--- config.mk ---
export PLATFORM = sky130hd
export DESIGN_NAME = stock_writer
export DESIGN_NICKNAME = d
export VERILOG_FILES = /design/src/rtl/stock_writer.sv
export SDC_FILE = /design/constraint.sdc
export NUM_CORES = 1
export LEC_CHECK = 0
export BUFFER_PORTS_ARGS = -buffer_cell sky130_fd_sc_hd__buf_4
export CAP_MARGIN = 20
export CORE_ASPECT_RATIO = 0.75
export CORE_MARGIN = 2
export CORE_UTILIZATION = 40
export DETAILED_ROUTE_END_ITERATION = 12
export GPL_TIMING_DRIVEN = 0
export PLACE_DENSITY = 0.68
export SETUP_SLACK_MARGIN = 0.05
export SLEW_MARGIN = 0
export SYNTH_ARGS = -nofsm -noshare
export SYNTH_HDL_FRONTEND = slang
export SYNTH_HIERARCHICAL = 1
export SYNTH_SLANG_ARGS = --single-unit
--- constraint.sdc ---
create_clock -name clock -period 4.1 [get_ports clock]
set_input_delay 0.82 -clock clock [delete_from_list [all_inputs] [get_ports clock]]
set_output_delay 0.82 -clock clock [all_outputs]
set_load 0.02 [all_outputs]
--- src/rtl/stock_writer.sv ---
// stock_writer: commits five 11-bit product records to storage. A record is
// written only when it differs from the last value storage accepted for it.

module stock_writer_rec #(
  parameter int REC_W = 11
) (
  input  logic             clock,
  input  logic             reset,
  input  logic             load,
  input  logic [REC_W-1:0] p_in,
  input  logic             commit,
  input  logic             drop,
  output logic [REC_W-1:0] snap,
  output logic             need_write
);
  logic [REC_W-1:0] snap_q, snap_d;
  logic [REC_W-1:0] shadow_q, shadow_d;
  logic             valid_q, valid_d;

  always_comb begin
    snap_d   = load ? p_in : snap_q;
    shadow_d = shadow_q;
    valid_d  = valid_q;
    if (commit) begin
      shadow_d = snap_q;
      valid_d  = 1'b1;
    end else if (drop) begin
      // abandoned write: storage contents unknown, force a rewrite next time
      valid_d = 1'b0;
    end
  end

  always_ff @(posedge clock or posedge reset) begin
    if (reset) begin
      snap_q   <= '0;
      shadow_q <= '0;
      valid_q  <= 1'b0;
    end else begin
      snap_q   <= snap_d;
      shadow_q <= shadow_d;
      valid_q  <= valid_d;
    end
  end

  assign snap       = snap_q;
  assign need_write = !valid_q || (snap_q != shadow_q);
endmodule

module stock_writer #(
  parameter logic [3:0] BASE_ADDR = 4'd0,
  parameter logic [7:0] MAX_WAIT  = 8'd255
) (
  input  logic        clock,
  input  logic        reset,
  input  logic        start,
  input  logic [10:0] p0,
  input  logic [10:0] p1,
  input  logic [10:0] p2,
  input  logic [10:0] p3,
  input  logic [10:0] p4,
  input  logic        mem_ready,
  output logic        mem_we,
  output logic [3:0]  mem_addr,
  output logic [10:0] mem_data,
  output logic        busy,
  output logic        done,
  output logic        timeout,
  output logic [7:0]  wr_count
);
  localparam int         NUM_REC  = 5;
  localparam int         REC_W    = 11;
  localparam logic [2:0] LAST_IDX = 3'(NUM_REC - 1);

  typedef enum logic [1:0] {IDLE, CHECK, WRITE, DONE} state_e;

  state_e      state_q, state_d;
  logic [2:0]  idx_q, idx_d;
  logic [7:0]  wait_q, wait_d;
  logic        mem_we_q, mem_we_d;
  logic [3:0]  mem_addr_q, mem_addr_d;
  logic [10:0] mem_data_q, mem_data_d;
  logic        busy_q, busy_d;
  logic        done_q, done_d;
  logic        timeout_q, timeout_d;
  logic [7:0]  wr_count_q, wr_count_d;

  logic [NUM_REC-1:0][REC_W-1:0] p_arr, snap_arr;
  logic [NUM_REC-1:0]            need_vec, commit_vec, drop_vec;
  logic                          load, advance;

  assign p_arr = {p4, p3, p2, p1, p0};

  for (genvar g = 0; g < NUM_REC; g++) begin : g_rec
    stock_writer_rec #(.REC_W(REC_W)) u_rec (
      .clock      (clock),
      .reset      (reset),
      .load       (load),
      .p_in       (p_arr[g]),
      .commit     (commit_vec[g]),
      .drop       (drop_vec[g]),
      .snap       (snap_arr[g]),
      .need_write (need_vec[g])
    );
  end

  always_comb begin
    state_d    = state_q;
    idx_d      = idx_q;
    wait_d     = wait_q;
    mem_we_d   = mem_we_q;
    mem_addr_d = mem_addr_q;
    mem_data_d = mem_data_q;
    timeout_d  = timeout_q;
    wr_count_d = wr_count_q;
    load       = 1'b0;
    advance    = 1'b0;
    commit_vec = '0;
    drop_vec   = '0;

    case (state_q)
      IDLE: begin
        if (start) begin
          load      = 1'b1;
          idx_d     = '0;
          timeout_d = 1'b0;
          state_d   = CHECK;
        end
      end
      CHECK: begin
        if (need_vec[idx_q]) begin
          state_d    = WRITE;
          mem_we_d   = 1'b1;
          mem_addr_d = BASE_ADDR + {1'b0, idx_q};
          mem_data_d = snap_arr[idx_q];
          wait_d     = '0;
        end else begin
          advance = 1'b1;
        end
      end
      WRITE: begin
        if (mem_ready) begin
          mem_we_d            = 1'b0;
          commit_vec[idx_q]   = 1'b1;
          wr_count_d          = (wr_count_q == 8'hFF) ? wr_count_q : wr_count_q + 8'd1;
          advance             = 1'b1;
        end else if (({1'b0, wait_q} + 9'd1) >= {1'b0, MAX_WAIT}) begin
          // this edge is the MAX_WAIT-th without acceptance
          mem_we_d          = 1'b0;
          timeout_d         = 1'b1;
          drop_vec[idx_q]   = 1'b1;
          advance           = 1'b1;
        end else begin
          wait_d = wait_q + 8'd1;
        end
      end
      DONE: begin
        idx_d   = '0;
        state_d = IDLE;
      end
      default: state_d = IDLE;
    endcase

    if (advance) begin
      if (idx_q == LAST_IDX) begin
        state_d = DONE;
      end else begin
        idx_d   = idx_q + 3'd1;
        state_d = CHECK;
      end
    end

    // outputs are registered copies of the next-state view
    busy_d = (state_d != IDLE);
    done_d = (state_d == DONE);
  end

  always_ff @(posedge clock or posedge reset) begin
    if (reset) begin
      state_q    <= IDLE;
      idx_q      <= '0;
      wait_q     <= '0;
      mem_we_q   <= 1'b0;
      mem_addr_q <= '0;
      mem_data_q <= '0;
      busy_q     <= 1'b0;
      done_q     <= 1'b0;
      timeout_q  <= 1'b0;
      wr_count_q <= '0;
    end else begin
      state_q    <= state_d;
      idx_q      <= idx_d;
      wait_q     <= wait_d;
      mem_we_q   <= mem_we_d;
      mem_addr_q <= mem_addr_d;
      mem_data_q <= mem_data_d;
      busy_q     <= busy_d;
      done_q     <= done_d;
      timeout_q  <= timeout_d;
      wr_count_q <= wr_count_d;
    end
  end

  assign mem_we   = mem_we_q;
  assign mem_addr = mem_addr_q;
  assign mem_data = mem_data_q;
  assign busy     = busy_q;
  assign done     = done_q;
  assign timeout  = timeout_q;
  assign wr_count = wr_count_q;
endmodule
**After elaboration in Yosys (flattened, before gate mapping)**

Index checks and enable logic that the tools add are counted.

- Register bits: 154
- Output and inout bits: 27
- Input bits: 59
- Word-level logic and storage cells: 123

- Equality and inequality tests: 17
- Bitwise operators: 1
- $add $sub $neg: 4
- Muxes and demuxes: 48
- $lt $le $gt $ge: 3
- Reductions and logical operators: 25

Operators by type and width:

| kind | count |
|---|---|
| 11-bit inequality test | 5 |
| 11-bit binary-select mux with 3-bit select | 1 |
| 5-bit 2-to-1 mux | 5 |
| 8-bit 2-to-1 mux | 3 |
| 1-bit 2-to-1 mux | 23 |
| 8-bit by 1-bit adder with 8-bit output, second input constant | 2 |
| 8-bit one-hot mux with 2 select lines | 1 |
| 2-bit nonzero test | 8 |
| 11-bit 2-to-1 mux | 1 |
| 2-bit inequality test, second input constant | 5 |
| 8-bit by 1-bit adder with 9-bit output, second input constant | 1 |
| 9-bit by 8-bit >= comparator with 1-bit output, second input constant | 1 |
| 3-bit 2-to-1 mux | 3 |
| 8-bit equality test, second input constant | 1 |
| 2-bit 2-to-1 mux | 4 |
| 4-bit AND reduction | 2 |
| 2-bit equality test, second input constant | 3 |
| 1-bit one-hot mux with 2 select lines | 3 |
| 2-bit one-hot mux with 3 select lines | 1 |
| 3-bit one-hot mux with 2 select lines | 1 |
| 3-bit AND reduction | 2 |
| 1-bit logical NOT | 5 |
| 1-bit logical OR | 5 |
| 3-bit by 4-bit less-than comparator with 1-bit output, second input constant | 1 |
| other kinds (11) | 11 |

**Longest topological paths before layout**

- Depth in word-level cells: 9
- Gate-level depth with buffers: 10

**Modules after synthesis**

The synthesis kept the hierarchy.

By module, submodules not included:

| module | times used | area each (um^2) | cells an instance |
|---|---|---|---|
| stock_writer_rec | 5 | 969.7 | 65 |
| stock_writer | 1 | 2542.4 | 290 |

**Worst setup path after synthesis**

No wires, ideal clock.

- Path type: reg2reg
- Start point: register g_rec[4].u_rec.snap_q[2]
- End point: register idx_q[2]
- Path buffers: 0
- Arrival: 2185 ps
- Library setup time: 126 ps
- Setup slack: 1789 ps
- Clock period less this slack: 2311 ps
- Cell stages (with the launch flop): 10
- Cell sequence: dfrtp_1 > xnor2_1 > nand4_1 > or3_1 > mux2i_1 > o31ai_1 > o31ai_1 > a41oi_4 > or2_0 > o311a_1

- Word-level cells in the longest chain between the ends: 7

Ends and longest elaborated chain:

| what | line | RTL |
|---|---|---|
| start: declaration | 16 | `logic [REC_W-1:0] snap_q, snap_d;` |
| start signal: assignment | 39 | `snap_q <= snap_d;` |
| 11-bit inequality test | 46 | `assign need_write = !valid_q \|\| (snap_q != shadow_q);` |
| 1-bit logical OR | 46 |  |
| named net need_vec[4] | 88 | `logic [NUM_REC-1:0] need_vec, commit_vec, drop_vec;` |
| 1-bit binary-select mux with 3-bit select | 130 | `if (need_vec[idx_q]) begin` |
| 1-bit 2-to-1 mux (implied by the code) | 130 |  |
| 1-bit 2-to-1 mux | 130 |  |
| 1-bit one-hot mux with 2 select lines | 120 | `case (state_q)` |
| 3-bit 2-to-1 mux | 163 | `if (advance) begin` |
| named net idx_d[2] | 77 | `logic [2:0] idx_q, idx_d;` |
| end signal: assignment | 191 | `idx_q <= idx_d;` |
| end: declaration | 77 |  |

The timed path passes the listed nets, and every way through them passes these cells. The select of a mux whose other input is x is not followed.
A chain may end at the register's enable or synchronous reset.

**Worst setup path after layout**

- Start point: register g_rec[3].u_rec.snap_q[0]
- End point: register mem_data_q[1] (netlist: mem_data[1])

- Word-level cells in the longest chain between the ends: 5

Ends and longest elaborated chain:

| what | line | RTL |
|---|---|---|
| start: declaration | 16 |  |
| start signal: assignment | 39 |  |
| 11-bit inequality test | 46 |  |
| 1-bit logical OR | 46 |  |
| named net need_vec[3] | 88 |  |
| 1-bit binary-select mux with 3-bit select | 130 |  |
| 1-bit 2-to-1 mux (implied by the code) | 130 |  |
| 2-bit AND reduction (no source line) | -- |  |
| end signal: assignment | 195 | `mem_data_q <= mem_data_d;` |
| end: declaration | 81 | `logic [10:0] mem_data_q, mem_data_d;` |

The timed path passes the listed nets, and every way through them passes these cells. The select of a mux whose other input is x is not followed.

==> summary.txt <==
Run status
  – Outcome: finished, final reports clean

STA
  – Worst slew margin: 0.403
  – Final critical-path required period: 2.90 ns
  – Clock skew: 0.00823 ns
  – Slew Limit Fails: 0
  – Setup slack after layout: 1.20 ns
  – Highest clock rate: 0.345 GHz
  – Slew @ Worst Pin: 0.895 ns
  – Fin crit share: 0.708
  – Setup TNS: 0 ns
  – Final hold vios: 0
  – Worst hold slack: 0.481 ns
  – # setup viols final: 0
  – RSZ-0062 raised after global routing: false

Final layout
  – Fill cells: 1667
  – Post-layout util: 0.487
  – Area Overhead vs Synth: 20.5%
  – Share of layout cells above drive strength 1: 0.346
  – Fin cells: 978
  – Nets: 785
  – Post-route cell area: 0.00891 mm²
  – Antenna cells: 0

Route
  – Initial DRC Count: 266
  – Post-route DRC violation count: 0
  – Total number of vias: 4983
  – Vias per Instance: 5.10
  – Drt pass-1 iters: 4
  – DR WL/cell: 16.9 µm
  – Detail Route Antenna Nets: 0
  – Drt total wl: 16500 µm

Synth
  – Post-synthesis compound-gate area fraction: 0.0665
  – Synth Area in XOR/XNOR: 0.0758
  – Prevailing post-synth register cell: dfrtp_1
  – Commonest cells post-synth: dfrtp_1 (154), mux2_2 (111), xnor2_1 (60), nand2_1 (43), nor2_1 (25)
  – Mux cell area share after synthesis: 0.206
  – Number of synthesized flops with an enable pin: 0
  – Post-synth cell types: 51
  – Area fraction in and, or, nand and nor cells after synthesis: 0.0885
  – Asr flop ratio synth: 1.00
  – Register bit total from synthesis: 154
  – Post-synthesis instance area: 0.00739 mm²
  – Area contributors post-synth: dfrtp_1 (52%), mux2_2 (17%), xnor2_1 (7.1%)
  – Post-synthesis cell type with the largest combined area: dfrtp_1
  – Syn Nets: 682
  – Ys Warns: 6
  – Cell with the most instances after synthesis: dfrtp_1
  – Adder-cell share of the synthesized area: 0.0135
  – Yosys top cell area share: 0.521
  – Mean Syn Cell Area: 12.0 µm²
  – Gate Count Post-Synth: 615
  – Largest family of logic cells by synthesized area: multiplexers
  – Post-synthesis sequential area ratio: 0.521

Worst setup path
  – Reg2Reg Setup Slack: 1.20 ns
  – CP peak stage delay: 0.46 ns
  – R2r worst-path depth: 10
  – Data arrival, critical path: 3.25 ns
  – Worst path bufs/invs: 2
  – Origin of the worst setup path: g_rec[3].u_rec/snap[0]
  – Critical path capture point: mem_data[1]
  – CP required: 4.44 ns
  – Reg2Reg Capture Point: mem_data[1]
  – CP endpoint kind: register
  – Critical-path cell list: xnor2_1 -> nand4_1 -> or3_1 -> mux2i_1 -> a211oi_1 -> o21ai_0 -> clkbuf_1 -> clkbuf_1 -> nand2_1 -> o21ai_0
  – WS Path Type: register to register
  – CP Launch Type: register
  – Cell family with most CP delay: buffers and inverters
  – Critical path depth: 10
  – Worst Path Max Fanout: 10
  – Worst r2r src: g_rec[3].u_rec/snap[0]
  – Critical path's slowest cell: clkbuf_1

Place
  – Dpl cells: 946
  – Final Wtd Congestion: 0.862
  – Port bufs: 84
  – DP Worst Slack: 1.24 ns
  – Post-DP HPWL: 12300 µm
  – Post-DP Area: 0.00833 mm²

Clock network
  – Post-CTS Resized: 0
  – Clk root buf: clkbuf_16
  – CTS Hold Bufs: 0
  – Number of H-tree levels: 4
  – Number of post-CTS setup repair buffers: 0
  – Worst-case clock buffer depth: 2
  – CTS sink count: 154
  – CTS buffer count: 17
  – Worst-path clk slew: 0.06 ns
  – Later-pin clock latency in the skew report: 0.43 ns
  – CTS tree: built

Die
  – Die height: 122 µm
  – Ports: 86
  – Initial core utilization: 0.404
  – Die ar.: 0.0196 mm²
  – Core area: 0.0183 mm²
  – DIE WIDTH: 161 µm
  – Num rows: 43

Power
  – Pwr Total: 6.26 mW
  – Static Leak: 3.87 nW
  – Power Density: 702 mW/mm²
  – Peak supply drop: 357 µV

Hold path
  – Worst hold path class: register to register

Global routing
  – Initial antenna violation count: 0
  – GRT overflow: 0
  – Largest net degree at the start of global routing: 40
  – GRT Total Usage: 0.181
  – Vias in the first global route: 5014
  – Global-route wire length before repair: 27200 µm

Flow run
  – Max-cap violations: 0
[area by class of cell]
type                            instances  area, µm²  share of cell area
Clock buffer                           18        439              0.0493
Multi-Input combinational cell        412       3330               0.374
Timing Repair Buffer                   84        631              0.0708
Buffer                                 24        110              0.0124
Clock inverter                         14        138              0.0155
Inverter                               25       93.8              0.0105
Tap cell                              247        309              0.0347
Sequential cell                       154       3850               0.433
[cell families after synthesis]
| kind of cell | Yosys count |
|---|---|
| adders and majority gates | 8 |
| muxes | 134 |
| xor gates and xnor gates | 64 |
| other | 1 |
| buffers and inverters | 49 |
| AOI/OAI and AO/OA | 75 |
| and+or+nand+nor | 130 |
| DFF | 154 |
[cell usage in the layout, fill, tap and decap left out, types with 10 or more instances in the layout]
master,count
buf_4,85
nand2_1,43
buf_2,13
dfrtp_1,154
mux2i_1,19
xnor2_1,60
mux2_2,111
clkbuf_16,17
nand4_1,18
nand3_1,10
o21ai_0,23
inv_1,22
nor2_1,25
a21oi_1,18
[worst register-to-register path: cells and delay by family (launching register included)]
family	cells	cell delay, ns
AND/OR/NAND/NOR	3	0.62
flip-flops	1	0.44
AO/OA/AOI/OAI	3	0.51
XOR/XNOR	1	0.21
buffers and inverters	2	0.86
multiplexers	1	0.19
[flip-flops by register name, summed over array words and instances (netlist names), 2 cells and up]
name,cells
wr_count,8
wait_q,8
g_rec.u_rec/snap,55
g_rec.u_rec/shadow_q,55
mem_addr,3
g_rec.u_rec/valid_q,5
mem_data,11
idx_q,3
state_q,2
[power by group]
part	internal [mW]	leakage, nW	switching [mW]
logic	1.10	1.65	0.975
registers	2.05	1.95	0.603
clock network	0.865	0.272	0.666
[layer usage]
| metal | share of wire | GRT usage |
|---|---|---|
| met5 | 0 | 0 |
| met4 | 0.012 | 0.0536 |
| met3 | 0.055 | 0.0412 |
| met2 | 0.43 | 0.266 |
| met1 | 0.51 | 0.269 |
[worst min-delay path by stage]
| stage | from | end | slack [ns] | cells after the start |
|---|---|---|---|---|
| 5_1_grt | g_rec[2].u_rec/valid_q | g_rec[2].u_rec/valid_q | 0.50 | 1 |
| 4_1_cts | g_rec[4].u_rec/valid_q | g_rec[4].u_rec/valid_q | 0.48 | 1 |
| 3_5_place_dp | g_rec[4].u_rec/valid_q | g_rec[4].u_rec/valid_q | 0.47 | 1 |
| 2_1_floorplan | g_rec[0].u_rec/valid_q | g_rec[0].u_rec/valid_q | 0.45 | 1 |
| 3_3_place_gp | g_rec[2].u_rec/valid_q | g_rec[2].u_rec/valid_q | 0.46 | 1 |
| 6_report | g_rec[1].u_rec/valid_q | g_rec[1].u_rec/valid_q | 0.48 | 1 |
Power figures use the tool's default switching activity.
